[src/rtl/midi_pkg.sv]
// Shared MIDI definitions: message type codes, status nibbles, real-time bytes,
// decoder state encoding and the status-classification record.
package midi_pkg;

    typedef enum logic [2:0] {
        NOTE_OFF = 3'd0,
        NOTE_ON  = 3'd1,
        POLY_AT  = 3'd2,
        CC       = 3'd3,
        PROG     = 3'd4,
        CHAN_AT  = 3'd5,
        BEND     = 3'd6
    } msg_type_e;

    localparam logic [3:0] ST_NOTE_OFF = 4'h8;
    localparam logic [3:0] ST_NOTE_ON  = 4'h9;
    localparam logic [3:0] ST_POLY_AT  = 4'hA;
    localparam logic [3:0] ST_CC       = 4'hB;
    localparam logic [3:0] ST_PROG     = 4'hC;
    localparam logic [3:0] ST_CHAN_AT  = 4'hD;
    localparam logic [3:0] ST_BEND     = 4'hE;

    localparam logic [7:0] RT_CLOCK    = 8'hF8;
    localparam logic [7:0] RT_START    = 8'hFA;
    localparam logic [7:0] RT_CONTINUE = 8'hFB;
    localparam logic [7:0] RT_STOP     = 8'hFC;

    typedef enum logic [1:0] {
        IDLE    = 2'd0,
        WAIT_D1 = 2'd1,
        WAIT_D2 = 2'd2,
        DISCARD = 2'd3
    } state_e;

    typedef struct packed {
        logic      is_channel;
        logic      is_system;
        logic      is_realtime;
        msg_type_e mtype;
        logic [1:0] dlen;
    } class_t;

    // Status nibbles 0x8..0xE map onto type codes 0..6 via their low three bits.
    function automatic msg_type_e nibble_to_type(input logic [3:0] nib);
        return msg_type_e'(nib[2:0]);
    endfunction

endpackage

[src/rtl/midi_status_classify.sv]
// Combinational classifier: byte -> {channel/system/realtime class, type, data length}.
module midi_status_classify
    import midi_pkg::*;
(
    input  logic [7:0] status,
    output class_t     cls
);

    always_comb begin
        cls.is_channel  = 1'b0;
        cls.is_system   = 1'b0;
        cls.is_realtime = 1'b0;
        cls.mtype       = NOTE_OFF;
        cls.dlen        = 2'd0;
        if (status[7]) begin
            if (status[7:4] != 4'hF) begin
                cls.is_channel = 1'b1;
                cls.mtype      = nibble_to_type(status[7:4]);
                cls.dlen       = (status[7:4] == ST_PROG || status[7:4] == ST_CHAN_AT) ? 2'd1 : 2'd2;
            end else if (status[3]) begin
                cls.is_realtime = 1'b1;
            end else begin
                cls.is_system = 1'b1;
            end
        end
    end

endmodule

[src/rtl/midi_decoder.sv]
// MIDI byte-stream decoder: running status, channel filter, real-time strobes.
// Define MIDI_DECODER_REALTIME_EN to drive the rt_* strobes; otherwise they are tied low.
module midi_decoder
    import midi_pkg::*;
#(
    parameter bit         OMNI    = 1'b1,
    parameter logic [3:0] CHANNEL = 4'd0
) (
    input  logic       clk,
    input  logic       reset,
    input  logic       byte_valid,
    input  logic [7:0] byte_data,
    output logic       byte_re,
    output logic       msg_valid,
    output logic [2:0] msg_type,
    output logic [3:0] msg_channel,
    output logic [6:0] msg_data1,
    output logic [6:0] msg_data2,
    output logic       rt_clock,
    output logic       rt_start,
    output logic       rt_continue,
    output logic       rt_stop
);

    class_t    cls;
    state_e    state_q, state_d;
    msg_type_e run_type_q;
    logic [3:0] run_ch_q;
    logic      run_two_q;
    logic [6:0] d1_q;

    logic      latch_status, latch_d1, emit, accept;
    logic [6:0] e_d1, e_d2;
    msg_type_e e_type;

    assign byte_re = byte_valid;

    midi_status_classify u_classify (
        .status (byte_data),
        .cls    (cls)
    );

    always_ff @(posedge clk or posedge reset) begin
        if (reset) state_q <= IDLE;
        else       state_q <= state_d;
    end

    always_comb begin
        state_d      = state_q;
        latch_status = 1'b0;
        latch_d1     = 1'b0;
        emit         = 1'b0;
        e_d1         = d1_q;
        e_d2         = 7'd0;
        if (byte_valid && !cls.is_realtime) begin
            if (cls.is_channel) begin
                latch_status = 1'b1;
                state_d      = WAIT_D1;
            end else if (cls.is_system) begin
                state_d = DISCARD;
            end else begin
                case (state_q)
                    WAIT_D1: begin
                        latch_d1 = 1'b1;
                        if (run_two_q) begin
                            state_d = WAIT_D2;
                        end else begin
                            emit = 1'b1;
                            e_d1 = byte_data[6:0];
                        end
                    end
                    WAIT_D2: begin
                        emit    = 1'b1;
                        e_d2    = byte_data[6:0];
                        state_d = WAIT_D1;
                    end
                    default: ;
                endcase
            end
        end
    end

    // Zero-velocity note-on is reported as note-off so the allocator sees one release form.
    assign e_type = (run_type_q == NOTE_ON && e_d2 == 7'd0) ? NOTE_OFF : run_type_q;
    assign accept = OMNI || (run_ch_q == CHANNEL);

    always_ff @(posedge clk or posedge reset) begin
        if (reset) begin
            run_type_q  <= NOTE_OFF;
            run_ch_q    <= 4'd0;
            run_two_q   <= 1'b0;
            d1_q        <= 7'd0;
            msg_valid   <= 1'b0;
            msg_type    <= 3'd0;
            msg_channel <= 4'd0;
            msg_data1   <= 7'd0;
            msg_data2   <= 7'd0;
        end else begin
            if (latch_status) begin
                run_type_q <= cls.mtype;
                run_ch_q   <= byte_data[3:0];
                run_two_q  <= (cls.dlen == 2'd2);
            end
            if (latch_d1) d1_q <= byte_data[6:0];
            msg_valid <= emit && accept;
            if (emit && accept) begin
                msg_type    <= e_type;
                msg_channel <= run_ch_q;
                msg_data1   <= e_d1;
                msg_data2   <= e_d2;
            end
        end
    end

`ifdef MIDI_DECODER_REALTIME_EN
    always_ff @(posedge clk or posedge reset) begin
        if (reset) begin
            rt_clock    <= 1'b0;
            rt_start    <= 1'b0;
            rt_continue <= 1'b0;
            rt_stop     <= 1'b0;
        end else begin
            rt_clock    <= byte_valid && byte_data == RT_CLOCK;
            rt_start    <= byte_valid && byte_data == RT_START;
            rt_continue <= byte_valid && byte_data == RT_CONTINUE;
            rt_stop     <= byte_valid && byte_data == RT_STOP;
        end
    end
`else
    assign rt_clock    = 1'b0;
    assign rt_start    = 1'b0;
    assign rt_continue = 1'b0;
    assign rt_stop     = 1'b0;
`endif

endmodule
[config.mk]
export PLATFORM = sky130hd
export DESIGN_NAME = midi_decoder
export DESIGN_NICKNAME = d
export VERILOG_FILES = /design/src/rtl/midi_pkg.sv /design/src/rtl/midi_status_classify.sv /design/src/rtl/midi_decoder.sv
export SDC_FILE = /design/constraint.sdc
export NUM_CORES = 1
export LEC_CHECK = 0
export BUFFER_PORTS_ARGS = -buffer_cell sky130_fd_sc_hd__buf_2
export CAP_MARGIN = 20
export CORE_MARGIN = 8
export CORE_UTILIZATION = 51
export CTS_BUF_LIST = sky130_fd_sc_hd__clkbuf_8
export DETAILED_ROUTE_END_ITERATION = 8
export GPL_ROUTABILITY_DRIVEN = 0
export GPL_TIMING_DRIVEN = 1
export PLACE_DENSITY = 0.78
export SETUP_SLACK_MARGIN = 0.15
export SLEW_MARGIN = 20
export SYNTH_ARGS = -nofsm -noshare
export SYNTH_HDL_FRONTEND = slang
export SYNTH_SLANG_ARGS = --single-unit
export TNS_END_PERCENT = 1
[constraint.sdc]
create_clock -name clk -period 1.4 [get_ports clk]
set_input_delay 0.28 -clock clk [delete_from_list [all_inputs] [get_ports clk]]
set_output_delay 0.28 -clock clk [all_outputs]
set_load 0.01 [all_outputs]
## Word level (Yosys, flattened, before mapping)

Cells that the tools add are included.

| operators by class | value |
|---|---|
| add/subtract/negate cells | 0 |
| divide/modulo/power cells | 0 |
| mux-type cells | 32 |
| $lt $le $gt $ge | 0 |
| reduce and logical (&&, ||, !) cells | 7 |
| shift operators | 0 |
| bitwise operators | 0 |
| $mul | 0 |
| equal/unequal tests | 8 |

Operator list:

| kind | count |
|---|---|
| 7-bit 2-to-1 mux | 9 |
| 1-bit 2-to-1 mux | 13 |
| 2-bit 2-to-1 mux | 5 |
| 4-bit == test, second input constant | 2 |
| 8-bit 2-to-1 mux | 1 |
| 4-bit inequality test, second input constant | 2 |
| 7-bit zero test | 1 |
| 5-bit 2-to-1 mux | 1 |
| 2-bit == test, second input constant | 2 |
| 2-bit one-hot mux with 2 select lines | 1 |
| 4-bit nonzero test | 1 |
| 3-bit by 1-bit == test with 1-bit output, second input constant | 1 |
| 3-bit 2-to-1 mux | 1 |
| 3-bit AND reduction | 1 |
| 2-bit by 1-bit == test with 1-bit output, second input constant | 1 |
| 1-bit logical AND | 2 |
| 1-bit one-hot mux with 2 select lines | 1 |
| 1-bit zero test | 1 |
| 1-bit logical OR | 1 |

| word-level totals | value |
|---|---|
| latch bits | 0 |
| memory bits (read-only) | 0 |
| register bits | 39 |
| memories | 0 |
| input port bits | 11 |
| output and inout bits | 27 |
| memory bits (writable) | 0 |
| word-level logic and storage cells | 57 |

## Longest topological paths before layout

| logic depth | value |
|---|---|
| word-level depth | 11 |
| mapped depth | 7 |
| mapped depth without buffers | 6 |

## Modules after synthesis

A second synthesis with hierarchy kept.

| unflattened totals | value |
|---|---|
| cells, all modules | 159 |
| area, all modules | 1805.5 sq um |

Modules (own cells, without submodules):

| module | seq. area each (sq um) | area each (sq um) | instances | cells each |
|---|---|---|---|---|
| midi_decoder | 975.9 | 1736.7 | 1 | 144 |
| midi_status_classify | 0.0 | 68.8 | 1 | 15 |

## Worst setup path after synthesis

Ideal clock, no wire load.

| timing | value |
|---|---|
| kind | register to register |
| from | reg state_q[0] |
| to | reg msg_type[2] |
| data required time | 1.275 ns |
| setup slack | -0.150 ns |
| stages on the path, launching flop included | 6 |
| path buffers | 0 |
| clock period less this slack | 1.550 ns |
| arrival time | 1.425 ns |
| setup time | 0.125 ns |
| cell sequence | dfrtp_1 inv_1 ha_1 nor3b_4 o21ai_4 mux2_4 |

| on the way | value |
|---|---|
| longest elaborated chain between the ends | 8 |
| elaborated cells between the ends (all ways) | 13 |
| those cells by class | 2 x eq/ne; 9 x mux; 2 x reduce/logical |

RTL lines:

| element | line | text |
|---|---|---|
| from (decl) | midi_decoder.sv:26 | `state_e state_q, state_d;` |
| from (signal assigned) | midi_decoder.sv:45 | `else state_q <= state_d;` |
| 2-bit == test | midi_decoder.sv:62 | `case (state_q)` |
| 7-bit 2-to-1 mux | midi_decoder.sv:62 |  |
| 7-bit 2-to-1 mux | midi_decoder.sv:59 | `end else if (cls.is_system) begin` |
| 7-bit 2-to-1 mux | midi_decoder.sv:56 | `if (cls.is_channel) begin` |
| 7-bit 2-to-1 mux | midi_decoder.sv:55 | `if (byte_valid && !cls.is_realtime) begin` |
| 7-bit zero test | midi_decoder.sv:84 | `assign e_type = (run_type_q == NOTE_ON && e_d2 == 7'd0) ? NOTE_OFF : run_type_q;` |
| 1-bit logical AND | midi_decoder.sv:84 |  |
| 3-bit 2-to-1 mux | midi_decoder.sv:84 |  |
| to (signal assigned) | midi_decoder.sv:107 | `msg_type <= e_type;` |
| to (decl) | midi_decoder.sv:15 | `output logic [2:0] msg_type,` |

Several ways; a longest one is shown, not always the timed one.
A chain may end at the register's enable or synchronous reset.

## Worst setup path in the final report

| timing | value |
|---|---|
| from | reg state_q[1] |
| to | reg msg_type[1] |

The elaborated chain is that of the path after synthesis.

==> impl_results.html <==
<table>
<tr><th>Metric</th><th>Value</th></tr>
<tr><th colspan="2">Cells and area</th></tr>
<tr><td>Share of cells above drive strength 1</td><td>54.9%</td></tr>
<tr><td>Syn-to-layout area delta</td><td>29.2%</td></tr>
<tr><td>Layout filler cell count</td><td>241</td></tr>
<tr><td>Layout net count</td><td>216</td></tr>
<tr><td>Area of all sequential standard cells</td><td>between 900 and 1000 sq um</td></tr>
<tr><td>Antenna diode count</td><td>0</td></tr>
<tr><td>Total area of multi-input combinational cells</td><td>867 sq um</td></tr>
<tr><th colspan="2">Critical path</th></tr>
<tr><td>Kind of critical path</td><td>reg2reg</td></tr>
<tr><td>Type of element capturing the critical path</td><td>register</td></tr>
<tr><td>Crit path required time</td><td>1580 ps</td></tr>
<tr><td>Largest fanout on the critical path</td><td>9</td></tr>
<tr><td>CP startpoint kind</td><td>register</td></tr>
<tr><td>Data arrival time of the critical path</td><td>1820 ps</td></tr>
<tr><th colspan="2">Clock tree</th></tr>
<tr><td>H-tree lvl count</td><td>2</td></tr>
<tr><td>Clk_lat worst skew</td><td>290 ps</td></tr>
<tr><td>Clock buffers created by TritonCTS</td><td>5</td></tr>
<tr><td>Root Buffer Master</td><td>sky130_fd_sc_hd__clkbuf_8</td></tr>
<tr><td>Clock tree from TritonCTS</td><td>yes</td></tr>
<tr><td>Bufs on Longest Clock Path</td><td>2</td></tr>
<tr><td>Clock input transition at the sequential cells of the worst setup and hold paths</td><td>approximately 80 ps</td></tr>
<tr><td>Clk sink count</td><td>39</td></tr>
<tr><th colspan="2">Logic synthesis</th></tr>
<tr><td>Top cell type by total area after synthesis</td><td>sky130_fd_sc_hd__dfrtp_1</td></tr>
<tr><td>Post-synth top flop</td><td>sky130_fd_sc_hd__dfrtp_1</td></tr>
<tr><td>Number of library cell types mapped by synthesis</td><td>34</td></tr>
<tr><td>Fraction of the yosys area taken by sequential cells</td><td>53.2%</td></tr>
<tr><td>Netlist Area Pre-Place</td><td>1840 sq um</td></tr>
<tr><td>Largest cells by area after synthesis</td><td>sky130_fd_sc_hd__dfrtp_1 (53%), sky130_fd_sc_hd__mux2_2 (7.4%), sky130_fd_sc_hd__nand2_1 (5.3%), sky130_fd_sc_hd__mux2_4 (4.9%), sky130_fd_sc_hd__mux2i_1 (3.8%)</td></tr>
<tr><td>Top cell type's share of synthesized area</td><td>53.2%</td></tr>
<tr><td>Number of storage elements in the synthesis netlist</td><td>39</td></tr>
<tr><td>Fraction of registers with async set/reset</td><td>100%</td></tr>
<tr><td>Average instance area after synthesis</td><td>around 12 sq um</td></tr>
<tr><td>Post-Synthesis Cells</td><td>~150</td></tr>
<tr><td>Count of flip-flops with a built-in enable after synthesis</td><td>0</td></tr>
<tr><td>Number of warnings issued by yosys</td><td>0</td></tr>
<tr><th colspan="2">Placement</th></tr>
<tr><td>Half-perimeter wire length of the detailed placement result</td><td>2880 um</td></tr>
<tr><td>IO Port Bufs</td><td>33</td></tr>
<tr><td>Pre-CTS setup slack</td><td>-284 ps</td></tr>
<tr><th colspan="2">Global route</th></tr>
<tr><td>Antenna violations before repair</td><td>0</td></tr>
<tr><td>Overall overflow remaining after global route</td><td>0</td></tr>
<tr><td>Vias in the first global route</td><td>1403</td></tr>
<tr><td>Gr usage total</td><td>14.9%</td></tr>
<tr><td>Pin count of the biggest net entering global routing</td><td>40</td></tr>
<tr><td>Wire length of the first global-routing pass</td><td>~7000 um</td></tr>
<tr><th colspan="2">Timing</th></tr>
<tr><td>Setup-violating endpoint count in the final report</td><td>24</td></tr>
<tr><td>Final-report max-slew violation count</td><td>0</td></tr>
<tr><td>Final critical-path setup slack</td><td>-240 ps</td></tr>
<tr><td>Period minus WS final</td><td>1640 ps</td></tr>
<tr><td>Skew final</td><td>3.04 ps</td></tr>
<tr><td>Period Utilization, post-route</td><td>117%</td></tr>
<tr><td>Setup repair after global routing missed its margin</td><td>yes</td></tr>
<tr><td>Count of final hold-check violations</td><td>0</td></tr>
<tr><td>Setup TNS after final layout</td><td>-4830 ps</td></tr>
<tr><td>Max Freq</td><td>0.610 GHz</td></tr>
<tr><th colspan="2">Floorplan</th></tr>
<tr><td>Number of core rows</td><td>21</td></tr>
<tr><td>Number of primary I/O pins</td><td>38</td></tr>
<tr><td>Height of the die</td><td>76.0 um</td></tr>
<tr><td>Core region area</td><td>3390 sq um</td></tr>
<tr><td>Starting Density</td><td>54.2%</td></tr>
<tr><td>Width of the chip</td><td>76.0 um</td></tr>
<tr><td>Total Die Area</td><td>5770 sq um</td></tr>
<tr><th colspan="2">Run status</th></tr>
<tr><td>Violations in the final reports</td><td>negative setup slack</td></tr>
<tr><td>Run status</td><td>finished, violations left</td></tr>
<tr><th colspan="2">Min path</th></tr>
<tr><td>Worst min-delay path category</td><td>in2async</td></tr>
<tr><th colspan="2">Power and ir drop</th></tr>
<tr><td>Worst-case vdd ir drop</td><td>937 uV</td></tr>
<tr><td>Pwr dens</td><td>between 1500 and 2000 nW/um^2</td></tr>
<tr><td>Static Leak</td><td>1.14 nW</td></tr>
<tr><th colspan="2">Route</th></tr>
<tr><td>Total wire length</td><td>4210 um</td></tr>
<tr><td>Routed via count</td><td>approximately 1300</td></tr>
<tr><td>Residual DRC count</td><td>0</td></tr>
<tr><td>Average wire length per cell after detail routing</td><td>16.8 um</td></tr>
<tr><td>Residual antenna-violating net count after detailed routing</td><td>0</td></tr>
<tr><td>First drt pass iteration count</td><td>4</td></tr>
<tr><td>Initial drt markers</td><td>82</td></tr>
<tr><td>Vias per cell</td><td>~5.3</td></tr>
<tr><th colspan="2">Flow run</th></tr>
<tr><td>Total of max-cap violations</td><td>0</td></tr>
</table>
report_power, final:
group,internal [W],switching [W]
combinational,0.000899,0.000761
sequential,0.00151,0.000272
clock,0.000341,0.000390
logic make-up after synthesis:
logic type,synth area share [%]
flip-flops,53.2
buffers and inverters,6.07
multiplexers,16.1
AND/OR/NAND/NOR,12.0
adder cells (fa/ha/maj),1.36
AO/OA/AOI/OAI,11.1
other,0.204
worst max-delay path, stage by stage, from the launching register on:
cell and delay [ps]:
sky130_fd_sc_hd__dfrtp_1 400, sky130_fd_sc_hd__inv_2 60, sky130_fd_sc_hd__ha_2 180, sky130_fd_sc_hd__nor2b_4 140
sky130_fd_sc_hd__buf_12 120, sky130_fd_sc_hd__o21ai_4 150, sky130_fd_sc_hd__buf_12 160, sky130_fd_sc_hd__mux2_4 300
placed cells by master (no fill, tap or decap), types with 5 or more instances in the layout:
| cell type | Yosys | layout |
|---|---|---|
| sky130_fd_sc_hd__o21ai_1 | 9 | 7 |
| sky130_fd_sc_hd__clkbuf_8 | 0 | 5 |
| sky130_fd_sc_hd__nand2_2 | 0 | 12 |
| sky130_fd_sc_hd__buf_2 | 2 | 33 |
| sky130_fd_sc_hd__o21ai_2 | 5 | 7 |
| sky130_fd_sc_hd__dfrtp_1 | 39 | 39 |
| sky130_fd_sc_hd__nand2_1 | 26 | 14 |
| sky130_fd_sc_hd__mux2_2 | 12 | 9 |
| sky130_fd_sc_hd__buf_4 | 6 | 13 |
| sky130_fd_sc_hd__buf_12 | 0 | 5 |
| sky130_fd_sc_hd__mux2_4 | 6 | 9 |
synthesized netlist by cell type (2+ instances only):
cell type	n
sky130_fd_sc_hd__nand2_1	26
sky130_fd_sc_hd__mux2_2	12
sky130_fd_sc_hd__o21ai_2	5
sky130_fd_sc_hd__dfrtp_1	39
sky130_fd_sc_hd__buf_6	3
sky130_fd_sc_hd__o21ai_1	9
sky130_fd_sc_hd__a21oi_1	3
sky130_fd_sc_hd__inv_1	6
sky130_fd_sc_hd__mux2i_1	7
sky130_fd_sc_hd__buf_4	6
sky130_fd_sc_hd__nand3_1	3
sky130_fd_sc_hd__o21ai_0	4
sky130_fd_sc_hd__ha_1	2
sky130_fd_sc_hd__nor2_1	2
sky130_fd_sc_hd__buf_2	2
sky130_fd_sc_hd__mux2_4	6
repair_timing:
action | in CTS | in global routing
endpoints found under the setup margin | 31 | 31
buffers inserted | 3 | 1
pin swaps | 5 | 1
hold buffers | 0 | 0
gates resized for setup | 11 | 17
final cells by class:
class / count / area share, %
repair buffers: 51 / 15.3
inverters: 6 / 0.950
multi-input cells: 100 / 36.6
well taps: 46 / 2.43
flip-flops and latches: 39 / 41.2
clock buffers: 5 / 2.90
clock inverters: 3 / 0.686
registers in the layout, indices dropped and copies added (netlist names):
name         cells
d1_q             7
msg_channel      4
msg_data1        7
msg_data2        7
msg_type         3
msg_valid        1
run_ch_q         4
run_two_q        1
run_type_q       3
state_q          2
worst paths after layout:
kind | from | end | slack, ps | cells after the start
setup / recovery | state_q[1] | msg_type[1] | -240 | 7
hold / removal | reset | msg_data2[2] | 100 | 3
setup reg to reg | state_q[1] | msg_type[1] | -240 | 7
hold reg to reg | msg_data1[4] | msg_data1[4] | 480 | 2
max in group asynchronous | reset | msg_data2[4] | 970 | 3
min in group clk | byte_data[6] | run_two_q | 270 | 2
through the flow:
step | std cells | hold slack (ps) | area, sq um | power (W) | utilization (%)
finish | 250 | 98.9 | 2370 | 0.00418 | 70.0
floorplan | 156 | 376 | 1870 | 0.00267 | -
detailed placement | 238 | 417 | 2140 | 0.00323 | 63.0
global route | 250 | 159 | 2370 | 0.00443 | 70.0
CTS | 249 | 100 | 2300 | 0.00406 | 67.8
global placement | 238 | 404 | 2140 | 0.00313 | 63.0
metal layers:
layer | track usage, % | up-vias | wire length [um]
met3 | 6.13 | 10 | 272
met2 | 23.4 | 45 | 2090
met1 | 17.1 | 661 | 1760
met5 | 0 | - | 0
li1 | - | 618 | -
met4 | 7.25 | 0 | 83
Note: power is estimated with default switching activity, not from simulation.
